===== config.mk =====
export PLATFORM = sky130hd
export DESIGN_NAME = spi_reg_ctrl_flat
export DESIGN_NICKNAME = d
export VERILOG_FILES = /design/src/rtl/spi_reg_ctrl_if.sv /design/src/rtl/spi_reg_ctrl.sv /design/src/flat_wrapper.sv
export SDC_FILE = /design/constraint.sdc
export NUM_CORES = 1
export LEC_CHECK = 0
export ABC_CLOCK_PERIOD_IN_PS = 4200
export BUFFER_PORTS_ARGS = -buffer_cell sky130_fd_sc_hd__buf_4
export CORE_MARGIN = 1.5
export CORE_UTILIZATION = 28
export DETAILED_ROUTE_END_ITERATION = 8
export GPL_ROUTABILITY_DRIVEN = 0
export GPL_TIMING_DRIVEN = 0
export PLACE_DENSITY = 0.44
export SYNTH_ARGS = -nofsm -noshare
export SYNTH_HDL_FRONTEND = slang
export SYNTH_SLANG_ARGS = --single-unit
export TNS_END_PERCENT = 10

===== constraint.sdc =====
create_clock -name i_Clk -period 4.2 [get_ports i_Clk]
set_input_delay 0 -clock i_Clk [delete_from_list [all_inputs] [get_ports i_Clk]]
set_output_delay 0 -clock i_Clk [all_outputs]
set_load 0.1 [all_outputs]

===== src/rtl/spi_reg_ctrl_if.sv =====
`default_nettype none
// ============================================================================
// Module  : spi_reg_ctrl_if
// Brief   : Byte handshake between the SPI slave PHY (master) and the register
//           controller (slave): RX byte strobe in, TX byte load out.
// Revision: 1.0 - initial release
// ============================================================================
interface spi_reg_ctrl_if;
  logic       i_RX_DV;
  logic [7:0] i_RX_Byte;
  logic       o_TX_DV;
  logic [7:0] o_TX_Byte;

  modport master (
    output i_RX_DV,
    output i_RX_Byte,
    input  o_TX_DV,
    input  o_TX_Byte
  );

  modport slave (
    input  i_RX_DV,
    input  i_RX_Byte,
    output o_TX_DV,
    output o_TX_Byte
  );
endinterface
`default_nettype wire


===== src/rtl/spi_reg_ctrl.sv =====
`default_nettype none
// ============================================================================
// Module  : spi_reg_ctrl
// Brief   : SPI command decoder with register read/write bursts, address
//           auto-increment, TX byte preload and a flattened register file.
// Revision: 1.0 - initial release
// ============================================================================
module spi_reg_ctrl #(
  parameter int NUM_REGS = 8,
  parameter int ADDR_W   = 3
) (
  input  logic                  i_Clk,
  input  logic                  i_Rst,
  spi_reg_ctrl_if.slave         bus,
  input  logic                  i_SPI_CS_n,
  input  logic [7:0]            i_Status,
  output logic [NUM_REGS*8-1:0] o_Regs,
  output logic                  o_Wr_Stb,
  output logic [ADDR_W-1:0]     o_Wr_Addr,
  output logic                  o_Busy,
  output logic [7:0]            o_Err_Cnt
);

  typedef enum logic [2:0] {
    S_IDLE  = 3'd0,
    S_CMD   = 3'd1,
    S_WRITE = 3'd2,
    S_READ  = 3'd3,
    S_DRAIN = 3'd4
  } state_t;

  localparam logic [ADDR_W-1:0] c_LAST_ADDR = ADDR_W'(NUM_REGS - 1);
  localparam logic [7:0]        c_NUM_REGS8 = 8'(NUM_REGS);

  state_t              r_state;
  logic                r_cs_meta;
  logic                r_cs_sync;
  logic [ADDR_W-1:0]   r_ptr;
  logic [7:0]          r_regs [NUM_REGS];
  logic                r_tx_dv;
  logic [7:0]          r_tx_byte;
  logic                r_wr_stb;
  logic [ADDR_W-1:0]   r_wr_addr;
  logic                r_busy;
  logic [7:0]          r_err_cnt;

  logic                w_cs_act;
  logic                w_addr_bad;
  logic [ADDR_W-1:0]   w_cmd_ptr;
  logic [ADDR_W-1:0]   w_ptr_inc;

  assign w_cs_act   = ~r_cs_sync;
  assign w_addr_bad = ({1'b0, bus.i_RX_Byte[6:0]} >= c_NUM_REGS8);
  assign w_cmd_ptr  = bus.i_RX_Byte[ADDR_W-1:0];
  assign w_ptr_inc  = (r_ptr == c_LAST_ADDR) ? '0 : r_ptr + ADDR_W'(1);

  always_ff @(posedge i_Clk) begin
    if (i_Rst) begin
      r_state   <= S_IDLE;
      r_cs_meta <= 1'b1;
      r_cs_sync <= 1'b1;
      r_ptr     <= '0;
      r_tx_dv   <= 1'b0;
      r_tx_byte <= 8'h00;
      r_wr_stb  <= 1'b0;
      r_wr_addr <= '0;
      r_busy    <= 1'b0;
      r_err_cnt <= 8'h00;
      for (int n = 0; n < NUM_REGS; n++) begin
        r_regs[n] <= 8'h00;
      end
    end else begin
      r_cs_meta <= i_SPI_CS_n;
      r_cs_sync <= r_cs_meta;
      r_wr_stb  <= 1'b0;
      r_tx_dv   <= 1'b0;

      case (r_state)
        S_IDLE: begin
          // Keep the slave's preload refreshed with live status until selected.
          r_tx_dv   <= 1'b1;
          r_tx_byte <= i_Status;
          if (w_cs_act) begin
            r_state <= S_CMD;
            r_busy  <= 1'b1;
            r_tx_dv <= 1'b0;
          end
        end
        S_CMD: begin
          if (bus.i_RX_DV) begin
            if (w_addr_bad) begin
              r_state <= S_DRAIN;
              if (r_err_cnt != 8'hFF) begin
                r_err_cnt <= r_err_cnt + 8'd1;
              end
            end else begin
              r_ptr <= w_cmd_ptr;
              if (bus.i_RX_Byte[7]) begin
                r_state <= S_WRITE;
              end else begin
                r_state   <= S_READ;
                r_tx_dv   <= 1'b1;
                r_tx_byte <= r_regs[w_cmd_ptr];
              end
            end
          end
        end
        S_WRITE: begin
          if (bus.i_RX_DV) begin
            r_regs[r_ptr] <= bus.i_RX_Byte;
            r_wr_stb      <= 1'b1;
            r_wr_addr     <= r_ptr;
            r_tx_dv       <= 1'b1;
            r_tx_byte     <= bus.i_RX_Byte;
            r_ptr         <= w_ptr_inc;
          end
        end
        S_READ: begin
          if (bus.i_RX_DV) begin
            r_ptr     <= w_ptr_inc;
            r_tx_dv   <= 1'b1;
            r_tx_byte <= r_regs[w_ptr_inc];
          end
        end
        S_DRAIN: begin
          if (bus.i_RX_DV) begin
            r_tx_dv   <= 1'b1;
            r_tx_byte <= 8'h00;
          end
        end
        default: begin
          r_state <= S_IDLE;
          r_busy  <= 1'b0;
        end
      endcase

      // Deselect wins over the byte-driven transition, but the byte above still lands.
      if ((r_state != S_IDLE) && !w_cs_act) begin
        r_state <= S_IDLE;
        r_busy  <= 1'b0;
      end
    end
  end

  generate
    for (genvar g = 0; g < NUM_REGS; g++) begin : g_flat
      assign o_Regs[8*g +: 8] = r_regs[g];
    end
  endgenerate

  assign bus.o_TX_DV   = r_tx_dv;
  assign bus.o_TX_Byte = r_tx_byte;
  assign o_Wr_Stb      = r_wr_stb;
  assign o_Wr_Addr     = r_wr_addr;
  assign o_Busy        = r_busy;
  assign o_Err_Cnt     = r_err_cnt;

endmodule
`default_nettype wire


===== src/flat_wrapper.sv =====
// flat-port wrapper written by rule: the top's interface ports become plain ports
module spi_reg_ctrl_flat 
#(
  parameter int NUM_REGS = 8,
  parameter int ADDR_W   = 3
)
  (i_Clk, i_Rst, i_SPI_CS_n, i_Status, o_Regs, o_Wr_Stb, o_Wr_Addr, o_Busy, o_Err_Cnt, bus_i_RX_DV, bus_i_RX_Byte, bus_o_TX_DV, bus_o_TX_Byte);
  spi_reg_ctrl_if bus_i ();
  input  logic i_Clk;
  input  logic i_Rst;
  input  logic i_SPI_CS_n;
  input  logic [7:0] i_Status;
  output logic [NUM_REGS*8-1:0] o_Regs;
  output logic o_Wr_Stb;
  output logic [ADDR_W-1:0] o_Wr_Addr;
  output logic o_Busy;
  output logic [7:0] o_Err_Cnt;
  input wire logic [$bits(bus_i.i_RX_DV)-1:0] bus_i_RX_DV;
  input wire logic [$bits(bus_i.i_RX_Byte)-1:0] bus_i_RX_Byte;
  output wire logic [$bits(bus_i.o_TX_DV)-1:0] bus_o_TX_DV;
  output wire logic [$bits(bus_i.o_TX_Byte)-1:0] bus_o_TX_Byte;
  assign bus_i.i_RX_DV = bus_i_RX_DV;
  assign bus_i.i_RX_Byte = bus_i_RX_Byte;
  assign bus_o_TX_DV = bus_i.o_TX_DV;
  assign bus_o_TX_Byte = bus_i.o_TX_Byte;
  spi_reg_ctrl #(.NUM_REGS(NUM_REGS), .ADDR_W(ADDR_W)) u_core (.i_Clk(i_Clk), .i_Rst(i_Rst), .bus(bus_i), .i_SPI_CS_n(i_SPI_CS_n), .i_Status(i_Status), .o_Regs(o_Regs), .o_Wr_Stb(o_Wr_Stb), .o_Wr_Addr(o_Wr_Addr), .o_Busy(o_Busy), .o_Err_Cnt(o_Err_Cnt));
endmodule

## Word level (Yosys, flattened, before mapping)

Memories as Yosys holds them, arrays and structs flattened.
Cells that the tools add are included.

- Word-level logic and storage cells: 79
- Memories kept: 1
- Output and inout port bits: 86
- Bits of input ports: 20
- Bits in registers: 30
- RAM bits: 64

Memories:

| memory | depth | bits a word | rd ports | clocked after memory_dff | wr ports | RTL line | source |
|---|---|---|---|---|---|---|---|
| u_core.r_regs | 8 | 8 | 10 | 0 | 8 | spi_reg_ctrl.sv:39 | `logic [7:0] r_regs [NUM_REGS];` |

- Equal/unequal tests: 14
- Reductions and logical operators: 16
- Multiplexer cells: 33
- $lt $le $gt $ge: 1
- $add $sub $neg: 2
- Bitwise logic cells: 2

Operators with widths:

| operator | number |
|---|---|
| 8-bit 2-to-1 mux | 7 |
| 8-bit one-hot mux with 5 select lines | 1 |
| 3-bit 2-to-1 mux | 8 |
| 2-bit != test, second input constant | 7 |
| 1-bit 2-to-1 mux | 13 |
| 3-bit one-hot mux with 3 select lines | 1 |
| 8-bit by 1-bit adder with 8-bit output, second input constant | 1 |
| 8-bit != test, second input constant | 1 |
| 4-bit AND reduction | 2 |
| 8-bit OR reduction | 1 |
| 7-bit by 4-bit >= comparator with 1-bit output, second input constant | 1 |
| 7-bit AND reduction | 1 |
| 3-bit by 2-bit == test with 1-bit output, second input constant | 2 |
| 3-bit == test, second input constant | 2 |
| 3-bit one-hot mux with 2 select lines | 1 |
| 5-bit nonzero test | 1 |
| 2-bit AND reduction | 2 |
| 2-bit OR reduction | 2 |
| 4-bit OR reduction | 1 |
| 3-bit by 1-bit adder with 3-bit output, second input constant | 1 |
| 3-bit by 1-bit == test with 1-bit output, second input constant | 1 |
| 3-bit logical NOT | 1 |
| 1-bit one-hot mux with 3 select lines | 1 |
| 3-bit AND reduction | 1 |
| 7 further kinds | 8 |

## Longest topological paths before layout

Gate-level depths: netlist (run 1).

- Depth in word-level cells: 6
- Depth in mapped cells: 7
- Mapped depth without buffers: 6

## Worst setup path after synthesis (run 1)

OpenSTA, ideal clock, no wires.

- Kind: register to register
- Start: reg u_core.r_state[2]
- End: mem u_core.r_regs[3][0], enable pin
- Stages on the path, launching flop included: 7
- Required time: 3.816 ns
- Path buffers: 3
- Slack: 2.015 ns
- Arrival: 1.801 ns
- Cell sequence: dfxtp_1 buf_2 and4bb_2 buf_2 nand3_1 buf_2 o21ai_0

RTL lines:

| item | RTL line | source |
|---|---|---|
| start, declared | spi_reg_ctrl.sv:35 | `state_t r_state;` |
| start signal, assigned | spi_reg_ctrl.sv:59 | `r_state <= S_IDLE;` |
| start signal, assigned | spi_reg_ctrl.sv:84 | `r_state <= S_CMD;` |
| start signal, assigned | spi_reg_ctrl.sv:92 | `r_state <= S_DRAIN;` |
| end, declared | spi_reg_ctrl.sv:39 |  |

==> results of run 1 <==
through the flow:
step	instance area (µm²)	setup slack [ns]	hold WS [ns]	instances	power, mW
final	6570	1.44	0.0201	821	2.35
after global routing	6570	1.28	0.0338	821	2.42
after CTS	6570	1.38	0.0172	821	2.37
after detailed placement	6220	1.39	0.190	802	1.48
after global placement	6220	1.28	0.190	801	1.48
after floorplan	5150	2.01	0.104	468	1.36
worst min path at each step:
stage	startpoint	endpoint	depth (start not counted)
floorplan	i_SPI_CS_n	u_core.r_cs_meta	1
global placement	i_SPI_CS_n	u_core.r_cs_meta	2
detailed placement	i_SPI_CS_n	u_core.r_cs_meta	2
CTS	i_Status[0]	u_core.bus.o_TX_Byte[0]	3
global route	i_Status[0]	u_core.bus.o_TX_Byte[0]	3
finish	i_Status[0]	u_core.bus.o_TX_Byte[0]	3
timing repair:
item / 4_1_cts / 5_1_grt
hold buffers: 3 / 0
buffers inserted: 0 / 0
hold endpoints to repair: 6 / 0
area by class of cell:
cell class	instances	area (µm²)
well taps	229	287
fillers	1835	11500
repair buffers	108	818
clock inverters	7	88.8
plain buffers	37	179
flip-flops and latches	94	2520
multi-input cells	312	2350
inverters	25	93.8
clock buffers	9	225
synthesized netlist by cell type, types with 2 or more instances:
cell type,instances
and2_1,58
clkbuf_1,21
inv_1,24
a311oi_1,3
nor2b_1,4
o21ai_0,26
or3_1,2
nand2_1,4
mux2_2,8
a22oi_1,25
o31ai_1,13
nand3_1,13
nor3_1,10
nor4_1,4
o2111ai_1,8
buf_1,3
buf_2,9
mux4_1,2
nor2_1,19
mux2i_1,39
or4_1,4
buf_6,2
ha_1,3
or2_2,4
o311ai_0,16
a41oi_1,8
dfxtp_1,30
nand2b_1,4
edfxtp_1,64
a21oi_1,12
mux4_2,6
flip-flops by register name, summed over array words and instances (netlist names):
name and count:
u_core.bus.o_TX_Byte 8, u_core.bus.o_TX_DV 1, u_core.o_Busy 1, u_core.o_Err_Cnt 8, u_core.o_Wr_Addr 3, u_core.o_Wr_Stb 1
u_core.r_cs_meta 1, u_core.r_cs_sync 1, u_core.r_ptr 3, u_core.r_regs 64, u_core.r_state 3
critical path: cells and delay by family (launching register included):
| kind | cells | cell delay [ns] |
|---|---|---|
| and+or+nand+nor | 2 | 0.43 |
| buffers and inverters | 3 | 0.57 |
| DFF | 1 | 0.32 |
| AOI/OAI and AO/OA | 1 | 1.05 |
cells by family after synthesis:
logic type               count (synthesis)
multiplexers                            55
XOR/XNOR                                 1
adder cells (fa/ha/maj)                  4
flip-flops                              94
AO/OA/AOI/OAI                          116
buffers and inverters                   62
AND/OR/NAND/NOR                        136
placed cells by master, fill, tap and decap left out, types with 4 or more instances in the layout:
cell type  instances
or4_1              4
inv_1             24
dfxtp_1           30
mux2i_1           39
nand2_1            4
mux4_2             6
nand3_1           13
nor2b_1            4
nor2_1            19
nand2b_1           4
edfxtp_1          64
o31ai_1           13
or2_2              4
a22oi_1           25
a21oi_1           12
clkbuf_1          21
o311ai_0          16
and2_1            58
buf_2              9
nor3_1            10
o2111ai_1          8
nor4_1             4
o21ai_0           23
mux2_2             8
clkbuf_16          9
a41oi_1            8
o21ai_1            4
buf_4            106
power breakdown:
| part | switching [mW] | internal, mW | leakage [nW] | total (mW) |
|---|---|---|---|---|
| registers | 0.0292 | 1.02 | 0.905 | 1.05 |
| clock network | 0.376 | 0.519 | 0.155 | 0.895 |
| logic | 0.317 | 0.0956 | 1.47 | 0.413 |
per-layer routing:
layer | vias up | wire length (µm) | GRT usage | part of all wire
met2 | 178 | 7860 | 0.276 | 0.43
met3 | 21 | 1310 | 0.0456 | 0.072
met5 | - | 0 | 0 | 0
met1 | 2200 | 8610 | 0.270 | 0.48
li1 | 2026 | - | - | -
met4 | 0 | 329 | 0.0680 | 0.018
==> metrics, run 1 <==
Yosys warnings 0; Compound-Gate Fraction of Synth Area 0.160; worst IR drop on VDD roughly 0.0002 V; Req. time, crit path about 4.2 ns; Worst R2R Start u_core.r_state[2]; worst-margin pin slew between 1 and 1.5 ns; Yosys top cell by area edfxtp_1; Crit Path Class flip-flop to flip-flop; multiplexer share of the synthesized area 0.130; Vias/cell around 5.4; Async SR Flop Fraction 0; area grow syn2layout 27.6%; crit share post-route 0.657; crit-path most repeated cell buf_2; CTS tree yes; clk root buf clkbuf_16; Post-Synthesis Cells about 470; fin util 0.364; drc violations 0; main combinational cell family by area after synthesis compound AO/OA/AOI/OAI gates; antenna violations before repair 0; Final Slew Violations 0; CTS resizes 0; per-cell routed wire length between 20 and 25 µm; Synth Register Bits between 90 and 100; crit end category flip-flop; RSZ-0062 raised after global routing false; reg2reg setup slack roughly 1.4 ns; die area 0.0192 mm²; crit-path max FO 10; Power per Cell Area 358 mW/mm²; Synth Area in XOR/XNOR 0.00170; average cell area after synthesis 11.0 µm²; Min-Delay Path Class input port to flip-flop; Max-Cap Viols 0; Synth Area in Adders 0.00923; Routed Wire Length roughly 18000 µm; Total GRT Usage 0.188; Setup crit start u_core.r_state[2]; Boundary Pins around 110; CP Cell Sequence buf_2 -> and4bb_2 -> buf_2 -> nand3_1 -> buf_2 -> o21ai_0; pin count of the biggest net entering global routing 16; CTS Buffer Depth 2; Synth area leaders edfxtp_1, dfxtp_1, mux2i_1; n_diodes 0; Setup crit start kind flip-flop; setup TNS 0 ns; total CTS buffers 9; Setup Viol. Count Final 0; initial core utilization 0.286; Port Buffers 104; Tmin final between 2 and 3 ns; Pleak 2.54 nW; iteration count of the initial detailed-routing pass 5; vias in the first global route approximately 4400; fmax 363 MHz; Fin. Hold Viols 0; Yosys cell types 51; CP Data Arrival Time ~2.7 ns; Syn Nets a little under 500; Clock Sinks 94; Simple-Gate Fraction of Synth Area 0.156; DR iter-0 viols 264; reg2reg end u_core.r_regs[5][4]; slowest CP cell o21ai_0; Die Ht 139 µm; worst relative slew slack 0.0906; H-Tree Depth 3; Die X ~140 µm; via count 4425; core region area 0.0180 mm²; top_reg_cell synth edfxtp_1; layout cells sized above 1 0.267; CTS clk-pin slew, worst paths approximately 0.07 ns; clock skew between 0.004 and 0.005 ns; register area share after synthesis 0.490; Nets 610; outcome finished, final reports clean; Antenna Nets Post-Route 0; total grt overflow 0; worst skew pair latency 0.36 ns; post-synth top area share 0.373; dpl hpwl about 14000 µm; Crit path largest cell delay roughly 1.1 ns; Synth Cell Area approximately 0.005 mm²; number of synthesized flops with an enable pin between 60 and 70; first-pass GRT wire length around 27000 µm; Worst Reg2Reg Path Length in Cells 6; CP Capture Point u_core.r_regs[5][4]; # rows about 50
(Power assumes the default switching activity.)
==> run 2, diff against run 1 <==
Settings changed: ABC_AREA set to 1, ABC_CLOCK_PERIOD_IN_PS 4200 to 2300, PLACE_DENSITY 0.44 to 0.46.
Clock period 4.2 ns to 2.3 ns, I/O delays scaled along.
==> metrics, run 2 <==
outcome finished, final reports clean; RSZ-0062 raised after global routing true; fmax 454 MHz (+25%); commonest non-fill, non-tap cell in the layout nand2_1; Worst Reg2Reg Path Length in Cells 9 (+3); CTS clk-pin slew, worst paths 0.07 ns (about the same); Nets 888 (+46%); Async SR Flop Fraction 0 (unchanged); Tmin final 2.20 ns (-0.557 ns); clock skew 0.00608 ns (+0.00129 ns); CTS tree yes; Total GRT Usage 0.196 (+0.00733); initial core utilization 0.286 (+0.000707); Antenna Nets Post-Route 0 (unchanged); number of synthesized flops with an enable pin 64 (unchanged); core region area 0.0187 mm² (+3.8%); vias in the first global route 5048 (+16%); crit end category flip-flop; first-pass GRT wire length 28900 µm (+6.6%); n_diodes 0 (unchanged); post-CTS setup buffer count 0 (unchanged); post-synth top area share 0.359 (-0.0145); Setup crit start kind flip-flop; Routed Wire Length 19300 µm (+6.8%); synth cell count leaders nand2_1, nor2_1, nand3_1, inv_1, edfxtp_1; Final Slew Violations 0 (unchanged); H-Tree Depth 3 (unchanged); Die X 141 µm (+2.0%); CTS Buffer Depth 2 (unchanged); Placement Setup Slack -0.116 ns (-1.51 ns); # rows 50 (+2.0%); Setup crit start u_core.r_ptr[0]; iteration count of the initial detailed-routing pass 5 (unchanged); layout cells sized above 1 0.185 (-0.0818); worst-margin pin slew 0.859 ns (-0.491 ns); worst relative slew slack 0.427 (+0.337); Top reg by flops u_core.r_regs; average cell area after synthesis 7.14 µm² (-35%); crit share post-route 0.957 (+0.300); CP Capture Point u_core.bus.o_TX_Byte[3]; register area share after synthesis 0.471 (-0.0190); Die Ht 141 µm (+2.0%); total CTS buffers 9 (unchanged); Max-Cap Viols 0 (unchanged); per-cell routed wire length 17.5 µm (-21%); clk root buf clkbuf_16; Synth area leaders edfxtp_1, nand2_1, dfxtp_1; highest-count cells in the layout ignoring fill and taps nand2_1, nor2_1, buf_4, nand3_1, inv_1; top-count cell post-synth nand2_1; Crit Path Class flip-flop to flip-flop; Largest register FFs 64 (unchanged); Final WS setup 0.0993 ns (-1.34 ns); Post-Synthesis Cells 750 (+60%); Min-Delay Path Class input port to flip-flop; Non-Filler Instances 1104 (+34%); worst skew pair latency 0.35 ns (about the same); CP Data Arrival Time 2.49 ns (-0.23 ns); Yosys cell types 30 (-41%); Fin. Hold Viols 0 (unchanged); filler instances 2016 (+9.9%); reg2reg end u_core.bus.o_TX_Byte[3]; top_reg_cell synth edfxtp_1; Req. time, crit path 2.59 ns (-1.57 ns); Port Buffers 102 (-1.9%); pin count of the biggest net entering global routing 17 (+1); Yosys warnings 0 (unchanged); drc violations 0 (unchanged); antenna violations before repair 0 (unchanged); area grow syn2layout 25.9%; total grt overflow 0 (unchanged); DR iter-0 viols 481 (+82%); Worst R2R Start u_core.r_ptr[0]; Vias/cell 4.72 (-12%); Yosys top cell by area edfxtp_1; Pleak 3.27 nW (+29%); Syn Nets 773 (+57%); Clock Sinks 94 (unchanged); crit-path max FO 10 (unchanged); Boundary Pins 106 (unchanged); via count 5212 (+18%); Synth Cell Area 0.00536 mm² (+4.0%); dpl hpwl 14400 µm (+5.9%); DP Cell Count 1086 (+35%); die area 0.0200 mm² (+3.9%); Synth Register Bits 94 (unchanged); Setup Viol. Count Final 0 (unchanged); Hold Crit Start bus_i_RX_DV; reg2reg setup slack 0.1 ns (-1.34 ns); Power per Cell Area 887 mW/mm² (+150%); worst IR drop on VDD 0.000359 V (+78%)
run 2: cell types whose count changed in the layout (fill, tap and decap cells not counted), moves of 9 or more:
cell      previous run  this run
nand2_1              4       216
nor2_1              19       141
a22oi_1             25         0
o31ai_1             13         0
mux2i_1             39         0
inv_1               24        90
o311ai_0            16         0
and2_1              58         0
nand2_4              0         9
nand3_1             13        99
run 2: final cells by class:
cell class                 count  area [µm²]  area share
buffer                        29         128      0.0189
clock inverter                 4        28.8     0.00426
clock buffer                  12         256      0.0380
sequential                    94        2520       0.374
inverter                      98         374      0.0554
tap                          234         293      0.0434
timing repair buffer         104         786       0.116
multi-input combinational    529        2360       0.350
run 2: cell families (layout without fill, tap and decap cells):
group | after synthesis | count (layout) | share of synthesized area
xor gates and xnor gates | 5 | 5 | 0.00818
buffers and inverters | 127 | 247 | 0.0922
and+or+nand+nor | 485 | 485 | 0.387
DFF | 94 | 94 | 0.471
adders and majority gates | 3 | 3 | 0.00701
AOI/OAI and AO/OA | 36 | 36 | 0.0348
run 2: what timing repair did:
| action | CTS | global route |
|---|---|---|
| endpoints found under the hold margin | 6 | 0 |
| gates resized for setup | 4 | 8 |
| hold buffers | 2 | 0 |
| setup endpoints to repair | 16 | 41 |
run 2: layer usage:
metal,GRT usage,share of wire
met1,0.268,0.45
met5,0,0
met4,0.0521,0.017
met2,0.318,0.47
met3,0.0354,0.054
run 2: worst min path at each step:
stage                     slack [ns]                  to  cells past startpoint
after global placement          0.19    u_core.r_cs_meta                      2
final                           0.05  u_core.bus.o_TX_DV                      3
after floorplan                 0.10    u_core.r_cs_meta                      1
after detailed placement        0.20    u_core.r_cs_meta                      2
after CTS                       0.04  u_core.bus.o_TX_DV                      3
after global routing            0.05  u_core.bus.o_TX_DV                      3
run 2: where the power goes:
part	leakage (nW)	total, mW	switching, mW	internal (mW)
sequential	0.906	2.06	0.117	1.94
clock	0.144	1.50	0.695	0.801
combinational	2.22	2.43	1.85	0.574
total	3.27	5.99	2.67	3.32
run 2: through the flow:
stage                     instance area [µm²]  TNS (ns)  total power [mW]  hold WS [ns]  utilization
final                                    6750         0              5.99        0.0547        0.361
after global routing                     6750   -0.0349              6.30        0.0457        0.361
after CTS                                6730         0              6.01        0.0414        0.360
after detailed placement                 6420     -1.10              4.52         0.202        0.343
after global placement                   6420     -1.73              4.53         0.189        0.343
after floorplan                          5360         0              3.93         0.104            -
run 2: critical path, stage by stage, from the launching register on:
cell,delay [ns]
dfxtp_2,0.37
ha_1,0.29
clkbuf_1,0.38
buf_1,0.46
nand3_1,0.20
nand3_1,0.13
nand2_1,0.05
nor2_1,0.13
nor2_1,0.05
nor2_1,0.08
